## config.mk

```make
export PLATFORM = sky130hd
export DESIGN_NAME = rv32i_encoder_stream
export DESIGN_NICKNAME = d
export VERILOG_FILES = /design/src/rtl/rv32i_encoder_stream.sv
export SDC_FILE = /design/constraint.sdc
export NUM_CORES = 1
export LEC_CHECK = 0
export BUFFER_PORTS_ARGS = -buffer_cell sky130_fd_sc_hd__buf_2
export CAP_MARGIN = 40
export CORE_ASPECT_RATIO = 2
export CORE_MARGIN = 2
export CORE_UTILIZATION = 30
export DETAILED_ROUTE_END_ITERATION = 10
export PLACE_DENSITY_LB_ADDON = 0.25
export SLEW_MARGIN = 25
export SYNTH_ARGS = -nofsm -noshare
export SYNTH_HDL_FRONTEND = slang
export SYNTH_SLANG_ARGS = --single-unit
```

## constraint.sdc

```tcl
create_clock -name clk -period 12.2 [get_ports clk]
set_input_delay 2.44 -clock clk [delete_from_list [all_inputs] [get_ports clk]]
set_output_delay 2.44 -clock clk [all_outputs]
set_load 0.01 [all_outputs]
```

## src/rtl/rv32i_encoder_stream.sv

```systemverilog
// RV32I instruction encoder: descriptor in, checked and address-tagged word out.
// Output side is a 2-entry FIFO; illegal descriptors still occupy a slot as a NOP.
module rv32i_encoder_stream #(
  parameter int          ADDR_W     = 32,
  parameter logic [31:0] RESET_BASE = 32'h0000_0000,
  parameter int          ERRCNT_W   = 8
) (
  input  logic                clk,
  input  logic                rst,
  input  logic                load_base,
  input  logic [ADDR_W-1:0]   base_addr,
  input  logic                in_valid,
  output logic                in_ready,
  input  logic [3:0]          in_class,
  input  logic [2:0]          in_funct3,
  input  logic                in_alt,
  input  logic [4:0]          in_rd,
  input  logic [4:0]          in_rs1,
  input  logic [4:0]          in_rs2,
  input  logic [31:0]         in_imm,
  output logic                out_valid,
  input  logic                out_ready,
  output logic [31:0]         out_word,
  output logic [ADDR_W-1:0]   out_addr,
  output logic                out_err,
  output logic [ERRCNT_W-1:0] err_count
);

  localparam logic [31:0] NOP = 32'h0000_0013;

  localparam logic [3:0] C_R      = 4'd0;
  localparam logic [3:0] C_IALU   = 4'd1;
  localparam logic [3:0] C_LOAD   = 4'd2;
  localparam logic [3:0] C_STORE  = 4'd3;
  localparam logic [3:0] C_BRANCH = 4'd4;
  localparam logic [3:0] C_JAL    = 4'd5;
  localparam logic [3:0] C_JALR   = 4'd6;
  localparam logic [3:0] C_LUI    = 4'd7;
  localparam logic [3:0] C_AUIPC  = 4'd8;
  localparam logic [3:0] C_SYS    = 4'd9;

  logic [31:0] w_raw;
  logic        w_bad;
  logic [31:0] w_word;
  logic [6:0]  w_f7;
  logic        w_fit12;
  logic        w_fit13;
  logic        w_fit21;
  logic        w_shift;
  logic        w_push;
  logic        w_pop;

  logic [31:0]         r_word [2];
  logic [ADDR_W-1:0]   r_tag  [2];
  logic [1:0]          r_errq;
  logic                r_wr;
  logic                r_rd;
  logic [1:0]          r_count;
  logic [ADDR_W-1:0]   r_addr;
  logic [ERRCNT_W-1:0] r_errcnt;

  assign w_f7    = in_alt ? 7'b0100000 : 7'b0000000;
  assign w_fit12 = (&in_imm[31:11]) | ~(|in_imm[31:11]);
  assign w_fit13 = (&in_imm[31:12]) | ~(|in_imm[31:12]);
  assign w_fit21 = (&in_imm[31:20]) | ~(|in_imm[31:20]);
  assign w_shift = (in_funct3 == 3'b001) || (in_funct3 == 3'b101);

  always_comb begin
    w_raw = NOP;
    w_bad = 1'b0;
    unique case (in_class)
      C_R: begin
        w_raw = {w_f7, in_rs2, in_rs1, in_funct3, in_rd, 7'b0110011};
        w_bad = in_alt && !(in_funct3 == 3'b000 || in_funct3 == 3'b101);
      end
      C_IALU: begin
        if (w_shift) begin
          w_raw = {w_f7, in_imm[4:0], in_rs1, in_funct3, in_rd, 7'b0010011};
          w_bad = (|in_imm[31:5]) || (in_alt && in_funct3 == 3'b001);
        end else begin
          w_raw = {in_imm[11:0], in_rs1, in_funct3, in_rd, 7'b0010011};
          w_bad = in_alt || !w_fit12;
        end
      end
      C_LOAD: begin
        w_raw = {in_imm[11:0], in_rs1, in_funct3, in_rd, 7'b0000011};
        w_bad = !w_fit12 || in_funct3 == 3'b011 ||
                in_funct3 == 3'b110 || in_funct3 == 3'b111;
      end
      C_STORE: begin
        w_raw = {in_imm[11:5], in_rs2, in_rs1, in_funct3,
                 in_imm[4:0], 7'b0100011};
        w_bad = !w_fit12 || in_funct3[2] || (&in_funct3[1:0]);
      end
      C_BRANCH: begin
        w_raw = {in_imm[12], in_imm[10:5], in_rs2, in_rs1, in_funct3,
                 in_imm[4:1], in_imm[11], 7'b1100011};
        w_bad = !w_fit13 || in_imm[0] || in_funct3[2:1] == 2'b01;
      end
      C_JAL: begin
        w_raw = {in_imm[20], in_imm[10:1], in_imm[11], in_imm[19:12],
                 in_rd, 7'b1101111};
        w_bad = !w_fit21 || in_imm[0];
      end
      C_JALR: begin
        w_raw = {in_imm[11:0], in_rs1, 3'b000, in_rd, 7'b1100111};
        w_bad = !w_fit12 || (|in_funct3);
      end
      C_LUI: begin
        w_raw = {in_imm[31:12], in_rd, 7'b0110111};
        w_bad = |in_imm[11:0];
      end
      C_AUIPC: begin
        w_raw = {in_imm[31:12], in_rd, 7'b0010111};
        w_bad = |in_imm[11:0];
      end
      C_SYS: begin
        w_raw = in_alt ? 32'h0010_0073 : 32'h0000_0073;
      end
      default: begin
        w_bad = 1'b1;
      end
    endcase
  end

  assign w_word    = w_bad ? NOP : w_raw;
  assign in_ready  = (r_count != 2'd2) && !load_base;
  assign out_valid = (r_count != 2'd0);
  assign w_push    = in_valid && in_ready;
  assign w_pop     = out_valid && out_ready;

  assign out_word  = out_valid ? r_word[r_rd] : NOP;
  assign out_addr  = out_valid ? r_tag[r_rd] : '0;
  assign out_err   = out_valid ? r_errq[r_rd] : 1'b0;
  assign err_count = r_errcnt;

  always_ff @(posedge clk) begin
    if (rst) begin
      r_wr     <= 1'b0;
      r_rd     <= 1'b0;
      r_count  <= 2'd0;
      r_errq   <= 2'b00;
      r_addr   <= RESET_BASE[ADDR_W-1:0];
      r_errcnt <= '0;
    end else begin
      if (w_push) begin
        r_word[r_wr] <= w_word;
        r_tag[r_wr]  <= r_addr;
        r_errq[r_wr] <= w_bad;
        r_wr         <= ~r_wr;
      end
      if (w_pop) r_rd <= ~r_rd;
      r_count <= r_count + {1'b0, w_push} - {1'b0, w_pop};
      if (load_base)   r_addr <= base_addr;
      else if (w_push) r_addr <= r_addr + ADDR_W'(4);
      if (w_push && w_bad && !(&r_errcnt))
        r_errcnt <= r_errcnt + ERRCNT_W'(1);
    end
  end

endmodule

```

==> flow_metrics.py, run 1 <==
metrics = {
    "clock_tree": {
        "tritoncts": "built",
        "cts_resized": 0,
        "htreeDepth": 4,
        "clock_latency_ns": 0.44,
        "clockBufferDepth": 2,
        "path_clk_slew_ns": 0.06,
        "holdBufCountCts": 0,
        "postCtsSetupBuffers": 0,
        "cts_root_buf": "clkbuf_16",
        "cts_made_buffers": 17,
        "clkSinkCount": 171,
    },
    "global_routing": {
        "grt_pass1_wl_mm": 37.8,
        "antenna_found_initial": 0,
        "grt_max_degree": 56,
        "grt_overflow": 0,
        "grt_pass1_vias": 6518,
        "gr-usage-all-layers_pct": 17.8,
    },
    "finish": {
        "final_common_cell": "buf_2",
        "syn2layout_area_growth_pct": 21.3,
        "final_area_sq_um": 9970,
        "antennaDiodeCount": 0,
        "num-nets-final": 1009,
        "drive_gt1_share_pct": 23.5,
        "most-common-layout-cells": "165 x buf_2, 145 x nor2_1, 124 x edfxtp_1, 66 x mux2i_1, 46 x dfxtp_1",
    },
    "floorplan": {
        "pin_count": 167,
        "coreArea_sq_um": 26900,
        "fp.dieW_um": 121,
        "start_util_pct": 30.6,
        "rows": 85,
        "die_area_sq_um": 28800,
        "die_h_um": 238,
    },
    "job": {
        "maxCapViolCount": 0,
    },
    "placement": {
        "hpwl_mm": 18.5,
        "placed_cell_area_sq_um": 9380,
        "numPortBuffers": 164,
        "gp_congestion": 0.850,
    },
    "route": {
        "avgRoutedWirePerCell_um": 19.8,
        "num_vias": 6631,
        "drcViolationCount": 0,
        "dr.pass1.iters": 5,
        "vias_per_cell": 5.20,
        "ant_nets": 0,
        "totalWireLength_mm": 25.2,
        "drt_iter0_drc": 628,
    },
    "setup_path": {
        "path_class": "input port to primary output",
        "cp-end-kind": "primary output",
        "crit_required_ns": 9.76,
        "critPathLaunchType": "input port",
        "critPathArrivalTime_ns": 3.44,
        "cp_max_fo": 39,
    },
    "sta": {
        "finalSetupViolCount": 0,
        "max_freq_ghz": 0.170,
        "worst_slew_pin_slew_ns": 0.914,
        "clock_skew_ns": 0.00670,
        "rsz0062_at_grt": "no",
        "report.final.slew_viol_count": 0,
        "fin_crit_sh_pct": 48.2,
        "fin_setup_tns_ns": 0,
        "min_period_ns": 5.88,
        "final-hold-violation-count": 0,
        "relSlewSlack_pct": 39.1,
    },
    "synth": {
        "syn_inst": 763,
        "avgSynthCellArea_sq_um": 10.8,
        "synth-edff-count": 124,
        "synth_ff_type": "edfxtp_1",
        "yosys.area.top_type_share_pct": 45.3,
        "synth_area_sq_um": 8220,
        "synth-seq-cells": 171,
        "synth.area.top_cells": "edfxtp_1 45%, dfxtp_1 11%, mux2i_1 8.0%",
        "yosys_warnings": 0,
        "synth_cell_types": 62,
        "async_flop_share_pct": 0,
        "seq_area_frac_synth_pct": 56.7,
        "synth_top_area_cell": "edfxtp_1",
    },
    "power": {
        "power_density_nw_per_um2": 163,
        "irDropWorstVdd_v": 0.0000768,
        "p_leak_uw": 0.00374,
    },
    "run_status": {
        "status": "finished clean",
    },
    "hold_path": {
        "hold_class": "register to register",
    },
}
==> path summary, 6_finish.rpt <==
| check | slack [ns] | end | cells past startpoint | start |
|---|---|---|---|---|
| setup / recovery | 6.32 | in_ready | 3 | load_base |
| hold / removal | 0.47 | r_tag[1][0] | 0 | r_addr[0] |
| setup reg to reg | 8.78 | r_word[1][3] | 8 | r_count[0] |
| hold reg to reg | 0.47 | r_tag[1][0] | 0 | r_addr[0] |
==> report_power, final <==
group | internal [uW] | switching (uW) | total, uW
Combinational | 157 | 250 | 408
Clock | 310 | 222 | 532
Sequential | 655 | 34.3 | 690
Total | 1120 | 507 | 1630
==> cell type report <==
| type | count | area (sq um) |
|---|---|---|
| Clock inverter | 9 | 85.1 |
| Sequential cell | 171 | 4670 |
| Clock buffer | 23 | 500 |
| Multi-Input combinational cell | 527 | 3310 |
| Timing Repair Buffer | 174 | 893 |
| Fill cell | 2733 | 16900 |
| Tap cell | 348 | 435 |
| Inverter | 22 | 82.6 |
==> cell families after synthesis <==
logic type	Yosys count	synth area share, %
AOI/OAI and AO/OA	155	12.9
DFF	171	56.7
xor gates and xnor gates	6	0.639
buffers and inverters	66	3.38
muxes	72	8.90
and+or+nand+nor	288	16.8
other	1	0.0456
adders and majority gates	4	0.609
==> Yosys cell counts, drive strengths merged, types with 16 or more instances <==
master / count
a21oi: 42
a22oi: 18
and3: 16
clkbuf: 31
dfxtp: 47
edfxtp: 124
inv: 20
mux2i: 66
nand2: 29
nand4: 19
nor2: 148
nor3: 19
o21ai: 30
==> critical path: stages <==
cell	delay, ns
buf_2	0.60
a21oi_1	0.19
buf_2	0.20
==> per-layer routing <==
layer	vias to the layer above	share of wire [%]	global-route usage, %
met2	203	58	35.2
met1	3233	34	17.3
li1	3165	-	-
met3	30	4.2	3.63
met4	0	3.0	7.43
met5	-	0	0
==> flip-flops by register name (all words and copies together) (netlist names), named ones only <==
register / cells
r_rd: 1
r_addr: 32
r_wr: 1
r_tag: 64
r_count: 2
err_count: 8
r_word: 60
r_errq: 2
==> stage by stage <==
step | hold WS, ns | instances | power (uW) | setup WS [ns] | util (%)
6_report | 0.466 | 1274 | 1630 | 6.32 | 37.1
5_1_grt | 0.480 | 1274 | 1710 | 6.20 | 37.1
4_1_cts | 0.462 | 1273 | 1660 | 6.31 | 37.0
3_5_place_dp | 0.443 | 1241 | 1130 | 6.25 | 34.9
3_3_place_gp | 0.446 | 1239 | 1120 | 6.36 | 34.8
2_1_floorplan | 0.425 | 764 | 948 | 5.70 | -
Power figures use the tool's default switching activity.
==> run 2, diff against run 1 <==
==> constraint.sdc (replaced) <==
create_clock -name clk -period 4.86 [get_ports clk]
set_input_delay 0.972 -clock clk [delete_from_list [all_inputs] [get_ports clk]]
set_output_delay 0.972 -clock clk [all_outputs]
set_load 0.01 [all_outputs]
==> run 2 against run 1 <==
Clock skew about the same. Utilization grew 0.56 points. First-iteration DRC count is 20% lower. Sequential power grew to 2.5 times the previous value. Register-to-register slack got worse by 6.6 ns. Sequential share of layout area shrank 0.70 points.
==> flow_metrics.py, run 2 (synthesis results as in run 1) <==
metrics = {
    "run_status": {
        "status": "finished clean",
    },
    "route": {
        "routed-wl-met2_mm": 14.4,
        "drcViolationCount": 0,
        "totalWireLength_mm": 25.3,
        "drt_iter0_drc": 503,
        "dr.pass1.iters": 8,
        "avgRoutedWirePerCell_um": 19.8,
        "highest_layer": "met4",
        "met3_length_mm": 1.16,
        "ant_nets": 0,
        "met1_length_mm": 8.57,
        "num_vias": 6731,
        "vias_per_cell": 5.27,
    },
    "finish": {
        "nFillCells": 2728,
        "syn2layout_area_growth_pct": 23.1,
        "largest_register_ffs": 64,
        "antennaDiodeCount": 0,
        "multi_input_area_sq_um": 3310,
        "num-nets-final": 1012,
        "drive_gt1_share_pct": 24.0,
        "final-seq-area_sq_um": 4670,
        "layout_top_registers": "r_tag x64, r_word x60, r_addr x32",
        "stdcell_count": 1277,
        "most-common-layout-cells": "165 x buf_2, 145 x nor2_1, 124 x edfxtp_1, 66 x mux2i_1, 46 x dfxtp_1",
        "final_area_sq_um": 10100,
        "largest_register": "r_tag",
        "final_common_cell": "buf_2",
    },
    "placement": {
        "hpwl_mm": 18.4,
        "numPortBuffers": 164,
        "dp_cells": 1245,
        "gp_congestion": 0.875,
        "placed_cell_area_sq_um": 9470,
    },
    "clock_tree": {
        "clkSinkCount": 171,
        "cts_resized": 0,
        "postCtsSetupBuffers": 0,
        "path_clk_slew_ns": 0.07,
        "clock_latency_ns": 0.45,
        "holdBufCountCts": 0,
        "cts_made_buffers": 17,
        "tritoncts": "built",
        "clockBufferDepth": 2,
        "htreeDepth": 4,
        "cts_root_buf": "clkbuf_16",
    },
    "sta": {
        "worst_slew_pin_slew_ns": 0.815,
        "report.final.slew_viol_count": 0,
        "finalSetupViolCount": 0,
        "fin_crit_sh_pct": 65.9,
        "max_freq_ghz": 0.312,
        "min_period_ns": 3.20,
        "relSlewSlack_pct": 45.7,
        "clock_skew_ns": 0.00699,
        "final-hold-violation-count": 0,
        "rsz0062_at_grt": "no",
    },
    "setup_path": {
        "slowest_delay_ns": 0.53,
        "crit_start": "in_class[2]",
        "worstPathCellList": "buf_2 -> nor2b_1 -> a21o_1 -> a21boi_1 -> a2111oi_2 -> nand4_2 -> buf_4 -> nor3b_1 -> mux2_1",
        "critPathArrivalTime_ns": 3.54,
        "r2r-end": "r_word[1][3]",
        "critPathTopFamily": "simple AND/OR/NAND/NOR gates",
        "cp-end-kind": "register",
        "crit_slowest_cell": "nor2b_1",
        "reg2reg_slack_ns": 2.18,
        "cp_max_fo": 26,
        "crit_required_ns": 5.19,
        "path_buf_inv": 2,
        "r2r-start": "r_count[0]",
        "rr_worst_depth": 7,
        "path_class": "input port to register",
        "critPathLaunchType": "input port",
    },
    "global_routing": {
        "grt_overflow": 0,
        "grt_pass1_wl_mm": 37.7,
        "grt_max_degree": 63,
        "grt_pass1_vias": 6622,
        "gr-usage-all-layers_pct": 17.9,
        "antenna_found_initial": 0,
    },
    "power": {
        "irDropWorstVdd_v": 0.000216,
        "power_density_nw_per_um2": 425,
        "p_leak_uw": 0.00380,
    },
    "hold_path": {
        "hold_class": "register to register",
        "holdPathEnd": "r_tag[0][1]",
        "min_from": "r_addr[1]",
        "holdPathStages": 0,
    },
    "floorplan": {
        "pin_count": 167,
        "die_h_um": 238,
        "start_util_pct": 30.6,
        "fp.dieW_um": 121,
        "die_area_sq_um": 28800,
        "rows": 85,
        "coreArea_sq_um": 26900,
    },
    "job": {
        "maxCapViolCount": 0,
    },
}
## run 2: cell types whose count changed in the layout (fill, tap and decap cells not counted), sizes merged
cell,change
buf,+3
clkbuf,-5
bufinv,+4
inv,+1
## run 2: metrics by stage
stage | TNS (ns) | setup slack [ns] | utilization (%) | hold slack (ns) | power [uW]
2_1_floorplan | -21.58 | -0.174 | - | 0.425 | 2380
4_1_cts | 0 | 1.72 | 37.6 | 0.460 | 4380
3_5_place_dp | 0 | 1.22 | 35.2 | 0.439 | 2880
6_report | 0 | 1.66 | 37.6 | 0.464 | 4300
3_3_place_gp | 0 | 1.27 | 35.0 | 0.434 | 2820
5_1_grt | 0 | 1.47 | 37.6 | 0.484 | 4510
## run 2: where the power goes
group | internal, uW | total (uW) | leakage (uW) | switching [uW]
Combinational | 436 | 1090 | 0.00195 | 652
Clock | 914 | 1490 | 0.000310 | 573
Sequential | 1640 | 1730 | 0.00154 | 84.5
Total | 2990 | 4300 | 0.00380 | 1310
## run 2: worst max-delay path by stage
stage	endpoint	slack, ns	cells after the start
after global placement	err_count[3]	1.27	9
after CTS	err_count[3]	1.72	9
after detailed placement	err_count[5]	1.22	9
after floorplan	r_tag[0][0]	-0.17	6
after global routing	err_count[5]	1.47	9
final	err_count[3]	1.66	9
## run 2: layout make-up
cell class                 count  area share, %
clock buffer                  18           4.24
sequential                   171           46.1
tap                          348           4.30
multi-input combinational    527           32.7
clock inverter                14           2.18
inverter                      22          0.816
timing repair buffer         177           9.69
## run 2: metal layers
metal / vias up / track usage (%)
met5: - / 0
met4: 0 / 10.1
met3: 51 / 3.42
met2: 239 / 34.4
met1: 3270 / 17.2
li1: 3171 / -
==> run 3, diff against run 2 <==
==> constraint.sdc (replaced) <==
create_clock -name clk -period 2.69 [get_ports clk]
set_input_delay 0.538 -clock clk [delete_from_list [all_inputs] [get_ports clk]]
set_output_delay 0.538 -clock clk [all_outputs]
set_load 0.01 [all_outputs]
==> run 3 against run 2 <==
Final area rose by 3.9%. Clock power rose by 77%. Clock skew rose by 0.0022 ns. Sequential share of layout area fell by 1.7 points. Total power rose by 80%. Sequential power rose by 80%. Combinational power rose by 84%. Utilization rose by 1.5 points. Register-to-register slack got worse by 2.0 ns. Die area did not move. Global-route usage rose by 0.46 points. Largest power group unchanged.
==> flow_metrics.py, run 3 (synthesis results as in run 1) <==
metrics = {
    "clock_tree": {
        "cts_root_buf": "clkbuf_16",
        "htreeDepth": 4,
        "tritoncts": "built",
        "clockBufferDepth": 2,
        "postCtsSetupBuffers": 0,
        "clkSinkCount": 171,
        "path_clk_slew_ns": 0.07,
        "cts_made_buffers": 17,
        "holdBufCountCts": 0,
        "clock_latency_ns": 0.45,
        "cts_resized": 0,
    },
    "setup_path": {
        "cp_max_fo": 8,
        "r2r-end": "r_addr[29]",
        "r2r-start": "r_addr[8]",
        "reg2reg_slack_ns": 0.17,
        "rr_worst_depth": 8,
        "slowest_delay_ns": 0.53,
        "critPathLaunchType": "input port",
        "worstPathCellList": "buf_2 -> or4_1 -> nor3_2 -> buf_4 -> a21boi_1 -> a2111oi_2 -> nand4_2 -> a2111o_1",
        "cp-end-kind": "register",
        "critPathArrivalTime_ns": 2.76,
        "crit_required_ns": 2.87,
        "crit_slowest_cell": "or4_1",
        "path_class": "input port to register",
    },
    "placement": {
        "numPortBuffers": 164,
        "gp_congestion": 0.934,
        "placed_cell_area_sq_um": 9880,
        "hpwl_mm": 19.3,
        "dp_cells": 1300,
        "place_ws_ns": -0.402,
    },
    "finish": {
        "syn2layout_area_growth_pct": 27.9,
        "final_area_sq_um": 10500,
        "multi_input_area_sq_um": 3320,
        "drive_gt1_share_pct": 28.4,
        "antennaDiodeCount": 0,
        "num-nets-final": 1067,
        "most-common-layout-cells": "164 x buf_2, 145 x nor2_1, 124 x edfxtp_1, 66 x mux2i_1, 63 x buf_4",
        "nFillCells": 2645,
        "largest_register_ffs": 64,
        "largest_register": "r_tag",
        "stdcell_count": 1332,
        "final_common_cell": "buf_2",
        "layout_top_registers": "r_tag x64, r_word x60, r_addr x32",
        "final-seq-area_sq_um": 4670,
    },
    "power": {
        "power_frac_clock_pct": 33.9,
        "power_density_nw_per_um2": 737,
        "irDropWorstVdd_v": 0.000406,
        "p_sw_uw": 2350,
        "p_comb_share_pct": 25.9,
        "p_seq_share_pct": 40.2,
        "p_leak_uw": 0.00407,
        "power.total_uw": 7750,
        "swShare_pct": 30.4,
        "p_int_uw": 5400,
    },
    "hold_path": {
        "min_from": "base_addr[0]",
        "holdPathEnd": "r_addr[0]",
        "holdPathStages": 3,
        "hold_class": "input port to register",
    },
    "route": {
        "ant_nets": 0,
        "vias_per_cell": 5.25,
        "avgRoutedWirePerCell_um": 19.5,
        "drt_iter0_drc": 426,
        "totalWireLength_mm": 26.0,
        "drcViolationCount": 0,
        "num_vias": 6987,
        "dr.pass1.iters": 5,
    },
    "global_routing": {
        "grt_pass1_vias": 6803,
        "grt_overflow": 0,
        "gr-usage-all-layers_pct": 18.3,
        "antenna_found_initial": 0,
        "grt_max_degree": 55,
        "grt_pass1_wl_mm": 39.2,
    },
    "sta": {
        "fin_crit_sh_pct": 95.8,
        "min_period_ns": 2.58,
        "final-hold-violation-count": 0,
        "rsz0062_at_grt": "no",
        "worst_slew_pin_slew_ns": 0.608,
        "hold_ws_ns": 0.340,
        "finalWorstSetupSlack_ns": 0.113,
        "relSlewSlack_pct": 59.5,
        "report.final.slew_viol_count": 0,
        "clock_skew_ns": 0.00922,
        "finalSetupViolCount": 0,
        "max_freq_ghz": 0.388,
    },
    "floorplan": {
        "fp.dieW_um": 121,
        "pin_count": 167,
        "rows": 85,
        "start_util_pct": 30.6,
        "coreArea_sq_um": 26900,
        "die_area_sq_um": 28800,
        "die_h_um": 238,
    },
    "job": {
        "maxCapViolCount": 0,
    },
    "run_status": {
        "status": "finished clean",
    },
}
run 3: layout make-up:
class	count	area share (%)
clock buffer	21	4.38
clock inverter	11	1.59
inverter	22	0.785
multi-input combinational	527	31.5
sequential	171	44.4
tap	348	4.14
timing repair buffer	232	13.2
run 3: how the worst max path moves through the flow:
stage	startpoint	end	slack (ns)	depth (start not counted)
2_1_floorplan	load_base	r_tag[0][0]	0.06	6
3_3_place_gp	in_imm[6]	r_errq[0]	-0.44	10
3_5_place_dp	in_imm[6]	r_errq[0]	-0.40	10
4_1_cts	in_imm[6]	r_errq[0]	0.08	10
5_1_grt	in_imm[6]	r_errq[1]	0.008	10
6_report	in_imm[6]	r_word[1][4]	0.11	8
run 3: metal layers:
layer  vias to the layer above  global-route usage (%)  part of all wire, %
met3                        43                    3.42                  4.6
met5                         -                       0                    0
li1                       3279                       -                    -
met4                         0                    8.39                  3.7
met1                      3435                    18.1                   35
met2                       230                    35.7                   57
run 3: metrics by stage:
step           utilization (%)  TNS, ns
6_report                  39.1        0
2_1_floorplan                -        0
4_1_cts                   39.1        0
3_5_place_dp              36.7   -24.10
5_1_grt                   39.1        0
3_3_place_gp              36.7   -23.73
run 3: critical path: cells and delay by family:
kind                   cells  cell delay [ns]
buffers and inverters      2             0.28
AOI/OAI and AO/OA          3             0.86
and+or+nand+nor            3             1.07
run 3: power groups by stage:
stage / sequential, uW / clock, uW / combinational [uW]
global placement: 3170 / 0 / 2050
floorplan: 3090 / 0 / 1210
CTS: 3120 / 2680 / 2060
global route: 3130 / 2790 / 2220
finish: 3120 / 2630 / 2010
detailed placement: 3170 / 0 / 2060
